===== config.mk =====
export PLATFORM = sky130hd
export DESIGN_NAME = instruction_fetch_flat
export DESIGN_NICKNAME = d
export VERILOG_FILES = /design/src/rtl/if_pkg.sv /design/src/rtl/instruction_fetch_if.sv /design/src/rtl/instr_mem.sv /design/src/rtl/instruction_fetch.sv /design/src/flat_wrapper.sv
export SDC_FILE = /design/constraint.sdc
export NUM_CORES = 1
export LEC_CHECK = 0
export ABC_AREA = 1
export CELL_PAD_IN_SITES_DETAIL_PLACEMENT = 1
export CELL_PAD_IN_SITES_GLOBAL_PLACEMENT = 1
export CORE_MARGIN = 8
export CORE_UTILIZATION = 49
export DETAILED_ROUTE_END_ITERATION = 10
export PLACE_DENSITY = 0.83
export SLEW_MARGIN = 30
export SYNTH_ARGS = -nofsm -noshare
export SYNTH_HDL_FRONTEND = slang
export SYNTH_SLANG_ARGS = --single-unit

===== constraint.sdc =====
create_clock -name clk -period 3 [get_ports clk]
set_input_delay 0.45 -clock clk [delete_from_list [all_inputs] [get_ports clk]]
set_output_delay 0.45 -clock clk [all_outputs]
set_load 0.03 [all_outputs]

===== src/rtl/if_pkg.sv =====
// Shared constants for the MIPS instruction fetch stage.
// Optional feature macro used across the slice: IF_BRANCH_EN.
package if_pkg;

    localparam int DATA_W    = 32;
    localparam int MEM_DEPTH = 32;
    localparam int ADDR_W    = 5;
    localparam int PC_STEP   = 4;

    localparam logic [DATA_W-1:0] RESET_PC  = 32'h0000_0000;
    localparam logic [DATA_W-1:0] NOP_INSTR = 32'h0000_0000;

    // The memory is word addressed, so the two byte-offset bits are dropped
    // and everything above the memory size is ignored (fetch wraps).
    function automatic logic [ADDR_W-1:0] word_index(input logic [DATA_W-1:0] pc);
        return pc[ADDR_W+1:2];
    endfunction

endpackage


===== src/rtl/instruction_fetch_if.sv =====
// Bus between the fetch stage and its environment (ID stage / loader).
// The branch redirect signals exist only when IF_BRANCH_EN is defined.
interface instruction_fetch_if;
    import if_pkg::*;

    logic              stall;
    logic              load_mem_en;
    logic [DATA_W-1:0] load_mem_data;
    logic [ADDR_W-1:0] load_mem_addr;
`ifdef IF_BRANCH_EN
    logic              branch_taken;
    logic [DATA_W-1:0] branch_target;
`endif
    logic [DATA_W-1:0] instr;
    logic [DATA_W-1:0] pc_out;

    // Environment side: drives control and load data, observes the fetch result.
    modport master (
        output stall, load_mem_en, load_mem_data, load_mem_addr,
`ifdef IF_BRANCH_EN
        output branch_taken, branch_target,
`endif
        input  instr, pc_out
    );

    // Fetch stage side.
    modport slave (
        input  stall, load_mem_en, load_mem_data, load_mem_addr,
`ifdef IF_BRANCH_EN
        input  branch_taken, branch_target,
`endif
        output instr, pc_out
    );

endinterface


===== src/rtl/instr_mem.sv =====
// Instruction memory: synchronous write, asynchronous read, and a
// synchronous clear of every word to NOP while reset is held.
module instr_mem
    import if_pkg::*;
(
    input  logic              clk,
    input  logic              rst,
    input  logic              we,
    input  logic [ADDR_W-1:0] waddr,
    input  logic [DATA_W-1:0] wdata,
    input  logic [ADDR_W-1:0] raddr,
    output logic [DATA_W-1:0] rdata
);

    logic [DATA_W-1:0] mem [MEM_DEPTH];

    // Reset wipes the whole array so execution starts on NOPs; loads are ignored during reset.
    always_ff @(posedge clk) begin
        if (rst) begin
            for (int i = 0; i < MEM_DEPTH; i++) begin
                mem[i] <= NOP_INSTR;
            end
        end else if (we) begin
            mem[waddr] <= wdata;
        end
    end

    assign rdata = mem[raddr];

endmodule


===== src/rtl/instruction_fetch.sv =====
// IF stage of the 5-stage MIPS pipeline: PC register, next-PC selection and
// the instruction memory. Defining IF_BRANCH_EN adds a branch redirect input.
module instruction_fetch
    import if_pkg::*;
(
    input  logic                clk,
    input  logic                rst,
    instruction_fetch_if.slave  bus
);

    logic [DATA_W-1:0] pc;
    logic [DATA_W-1:0] next_pc;
    logic [DATA_W-1:0] rdata;

    // Next PC: loading holds the PC, a taken branch beats a stall, otherwise step by one word.
    always_comb begin
        next_pc = pc + DATA_W'(PC_STEP);
        if (bus.load_mem_en) begin
            next_pc = pc;
        end
`ifdef IF_BRANCH_EN
        else if (bus.branch_taken) begin
            next_pc = {bus.branch_target[DATA_W-1:2], 2'b00};
        end
`endif
        else if (bus.stall) begin
            next_pc = pc;
        end
    end

    // PC register with synchronous reset.
    always_ff @(posedge clk) begin
        if (rst) begin
            pc <= RESET_PC;
        end else begin
            pc <= next_pc;
        end
    end

    instr_mem u_mem (
        .clk   (clk),
        .rst   (rst),
        .we    (bus.load_mem_en),
        .waddr (bus.load_mem_addr),
        .wdata (bus.load_mem_data),
        .raddr (word_index(pc)),
        .rdata (rdata)
    );

    assign bus.instr  = rdata;
    assign bus.pc_out = pc;

endmodule


===== src/flat_wrapper.sv =====
// flat-port wrapper written by rule: the top's interface ports become plain ports
module instruction_fetch_flat import if_pkg::*;
  (clk, rst, bus_stall, bus_load_mem_en, bus_load_mem_data, bus_load_mem_addr, bus_instr, bus_pc_out);
  instruction_fetch_if bus_i ();
  input  logic clk;
  input  logic rst;
  input wire logic [$bits(bus_i.stall)-1:0] bus_stall;
  input wire logic [$bits(bus_i.load_mem_en)-1:0] bus_load_mem_en;
  input wire logic [$bits(bus_i.load_mem_data)-1:0] bus_load_mem_data;
  input wire logic [$bits(bus_i.load_mem_addr)-1:0] bus_load_mem_addr;
  output wire logic [$bits(bus_i.instr)-1:0] bus_instr;
  output wire logic [$bits(bus_i.pc_out)-1:0] bus_pc_out;
  assign bus_i.stall = bus_stall;
  assign bus_i.load_mem_en = bus_load_mem_en;
  assign bus_i.load_mem_data = bus_load_mem_data;
  assign bus_i.load_mem_addr = bus_load_mem_addr;
  assign bus_instr = bus_i.instr;
  assign bus_pc_out = bus_i.pc_out;
  instruction_fetch u_core (.clk(clk), .rst(rst), .bus(bus_i));
endmodule

# Yosys cells after proc, flatten, opt, wreduce, memory -nomap -nowiden
# Memory sizes are Yosys's and may differ from the RTL's. A register that Yosys moved wholly into a read port is not among the register bits.
# Index checks and enable logic that the tools add are counted.
[word_totals] regBits=32 mem_bits_rw=1024 in_bits=41 output_inout_bits=64 word_cells=17 n_memories=1
[memory_table] name="u_core.u_mem.mem" words=32 word_bits=32 read_ports=1 rd_ports_with_merged_regs=1 write_ports=32 line="instr_mem.sv:15" rtl="logic [DATA_W-1:0] mem [MEM_DEPTH];"
[classes] n_addsub=1 muxes=10 bitwise=2 reduce_logical=2
[op_table] op="adder 32 x 3 -> 32 bit (second input constant)" n=1
[op_table] op="2-to-1 mux 32 bit" n=1
[op_table] op="OR reduction 32 bit" n=1
[op_table] op="2-to-1 mux 5 bit" n=3
[op_table] op="2-to-1 mux 1 bit" n=6
[op_table] op="NOT 1 bit" n=2
[op_table] op="AND reduction 2 bit" n=1

# Logic depth before layout (Yosys ltp)
[logic_depth] depth_word=5 mapped_depth=12 depth_no_buf=9

# Cells and area by module
# Synthesis repeated with hierarchy kept, for this count alone.
[hier_totals] hier_cells=5020 hier_area_um2=48216.2
[modules_own_cells] mod="instr_mem" instances=1 cells_per_inst=4789 area_each_um2=46659.8 seq_area_each_um2=30749.5
[modules_own_cells] mod="instruction_fetch" instances=1 cells_per_inst=231 area_each_um2=1556.5 seq_area_each_um2=600.6

# Worst setup path before layout
# No wires, ideal clock.
[synth_timing] kind="input -> register" from="in rst" to="mem u_core.u_mem.mem[0][0] (enable)" setup_time_ps=389 t_arrival_ps=2046 required_time_ps=2611 setup_slack_ps=564 cell_stages=6 n_path_buf=1 path_cell_list="inv_2 > nand2_1 > nor3_4 > nand2_1 > buf_6 > nand2_1"
[synth_lines] item="start, declared" line="flat_wrapper.sv:6" rtl="input logic rst;"
[synth_lines] item="end, declared" line="instr_mem.sv:15"

==> impl_metrics.py <==
metrics = {
    "yosys": {
        "synth_top_family_by_area": "simple AND/OR/NAND/NOR gates",
        "synth-xor-area-share": 0.000723,
        "syn_area_um2": 48400,
        "synthSimpleGateAreaFrac": 0.290,
        "synthMuxAreaShare": 0,
        "synth_compound_area_frac": 0.00300,
        "syn_inst": 5050,
        "synthDistinctLibCells": 23,
        "ys_seq_area_frac": 0.649,
        "syn_area_per_cell_um2": 9.59,
        "synth_warnings": 0,
        "synth-seq-cells": 1059,
        "synthAdderAreaFrac": 0.000258,
    },
    "critical_path": {
        "worstSetupStartpointType": "register",
        "critical_path_class": "reg -> out",
        "crit_required_ns": 2.55,
        "end_kind": "output pin",
        "path_max_fanout": 8,
        "critical_path_arrival_ns": 2.89,
    },
    "floorplan": {
        "die_x_um": 330,
        "fp-row-count": 115,
        "io_pins": 105,
        "die_area_um2": 109000,
        "core_area_um2": 98100,
        "start_util": 0.494,
        "die_y_um": 330,
    },
    "place": {
        "port_buffers": 102,
        "place_ws_ns": 0.136,
        "dp_cells": 6216,
        "hpwl_um": 98400,
        "gp_congestion": 0.835,
    },
    "layout": {
        "drive_gt1_frac": 0.131,
        "area_growth_syn_to_layout_pct": 17.8,
        "fillers": 10600,
        "fin_cells": 6495,
        "multiInputGateArea_um2": 15000,
        "layout_commonest_cell": "nand2_1",
        "seqCellArea_um2": 31500,
        "mostFrequentLayoutCells": "nand2_1, nor2_1, edfxtp_1",
        "finalNetCount": 5156,
    },
    "clocking": {
        "cts_max_level": 3,
        "clk_latency_ns": 0.72,
        "cts_tree": "yes",
        "cts_sinks": 1059,
        "cts-root-buf": "clkbuf_16",
        "clock_path_buffers": 3,
        "numCtsBuffers": 112,
        "cts.clk_slew.worst_paths_ns": 0.07,
    },
    "pwr": {
        "p_per_area_nw_per_um2": 617,
        "leakage_uw": 0.0226,
        "peakVddDrop_mv": 0.472,
        "p_total_uw": 35200,
    },
    "sta": {
        "period_needed_ns": 3.34,
        "skew_ns": 0.0217,
        "period_share": 1.11,
        "fmax_mhz": 299,
        "slew_viol_final": 0,
        "tightestPinTransition_ns": 0.759,
        "setup_ws_ns": -0.344,
        "setup_viol_count_final": 32,
        "rsz0062_at_grt": "true",
        "slew_headroom": 0.494,
        "hold_viol_final": 0,
    },
    "routing": {
        "ant_nets": 0,
        "routed_via_density": 6.32,
        "vias": 41000,
        "drc_errors": 0,
        "wl_per_cell_um": 29.3,
        "wl_um": 190000,
        "first_pass_iters": 8,
        "drtIter0Drc": 5428,
    },
    "global_routing": {
        "grt_pass1_wl_um": 273000,
        "antenna_found_initial": 2,
        "grt_pass1_vias": 43400,
        "grt_max_degree": 96,
        "track_usage": 0.335,
        "grt.overflow.total": 0,
    },
    "run_status": {
        "violations": "negative setup slack",
        "outcome": "complete, but fails checks",
    },
    "job": {
        "maxCapViolCount": 0,
    },
    "min_path": {
        "hp-class": "reg -> reg",
    },
}
routing by layer:
| layer | part of all wire | GRT usage | vias to the layer above |
|---|---|---|---|
| met2 | 0.48 | 0.561 | 3025 |
| met5 | 0.000068 | 0 | - |
| li1 | - | - | 16800 |
| met4 | 0.068 | 0.210 | 2 |
| met1 | 0.34 | 0.396 | 20400 |
| met3 | 0.11 | 0.0668 | 793 |
Yosys cell counts (all sizes together):
cell / instances / area [um^2]
xor2: 3 / 26.3
inv: 87 / 327
ha: 1 / 12.5
nand3b: 2 / 15.0
nor2: 1074 / 4040
nor3: 16 / 125
a21oi: 16 / 80.1
nand2: 1564 / 5870
o21ai: 13 / 65.1
clkbuf: 187 / 702
edfxtp: 1024 / 30700
conb: 1 / 3.75
buf: 231 / 1740
xnor2: 1 / 8.76
dfxtp: 35 / 701
nand3: 789 / 3950
nand4: 6 / 37.5
path summary, 6_finish.rpt:
kind | depth (start not counted) | endpoint | slack, ns | start
setup / recovery | 12 | bus_instr[27] | -0.34 | register
hold / removal | 2 | u_core.bus.pc_out[10] | 0.48 | u_core.bus.pc_out[10]
setup reg to reg | 7 | u_core.bus.pc_out[23] | 1.02 | u_core.bus.pc_out[2]
hold reg to reg | 2 | u_core.bus.pc_out[10] | 0.48 | u_core.bus.pc_out[10]
registers in the layout (all words and copies together), names as in the netlist, named ones only:
name and flops:
u_core.u_mem.mem 1024, u_core.bus.pc_out 30
what timing repair did:
item,4_1_cts,5_1_grt
setup buffers,26,0
gates resized for setup,181,121
endpoints found under the setup margin,32,32
gates cloned,34,14
pin swaps,35,45
hold endpoints to repair,0,0
hold buffers,0,0
cell type report:
type                            count  share of cell area
Multi-Input combinational cell   3487               0.264
Sequential cell                  1059               0.551
Clock buffer                      156              0.0534
Antenna cell                        1           0.0000438
Timing Repair Buffer              364              0.0898
Inverter                           87             0.00627
Tap cell                         1287              0.0282
Clock inverter                     51             0.00684
Timing Repair inverter              3            0.000723
through the flow:
step           hold slack, ns  setup TNS, ns  utilization  cell area [um^2]
6_report                0.482          -7.95        0.582             57100
2_1_floorplan           0.522              0            -             48500
3_5_place_dp            0.464              0        0.521             51100
3_3_place_gp            0.458              0        0.521             51100
4_1_cts                 0.481          -5.12        0.574             56400
5_1_grt                 0.494          -8.85        0.582             57100
critical path, stage by stage (launching register included):
cell	delay [ns]
dfxtp_4	0.44
buf_12	0.27
buf_16	0.20
clkbuf_16	0.16
nand2_1	0.09
nand3_1	0.16
nand3_2	0.11
nand2_2	0.11
nand2_1	0.09
nand2_2	0.15
nand2_1	0.09
nand2_2	0.15
buf_12	0.13
power breakdown:
| part | switching (uW) | internal, uW |
|---|---|---|
| registers | 302 | 17000 |
| clock network | 6190 | 7430 |
| logic | 2950 | 1410 |
logic make-up (layout without fill, tap and decap cells):
| logic type | Yosys count | in the layout |
|---|---|---|
| compound gates | 29 | 29 |
| xor+xnor | 4 | 4 |
| fa+ha+maj | 1 | 1 |
| buf+inv | 505 | 661 |
| flops | 1059 | 1059 |
| other cells | 1 | 3 |
| simple gates | 3451 | 3451 |
(Power assumes the default switching activity.)
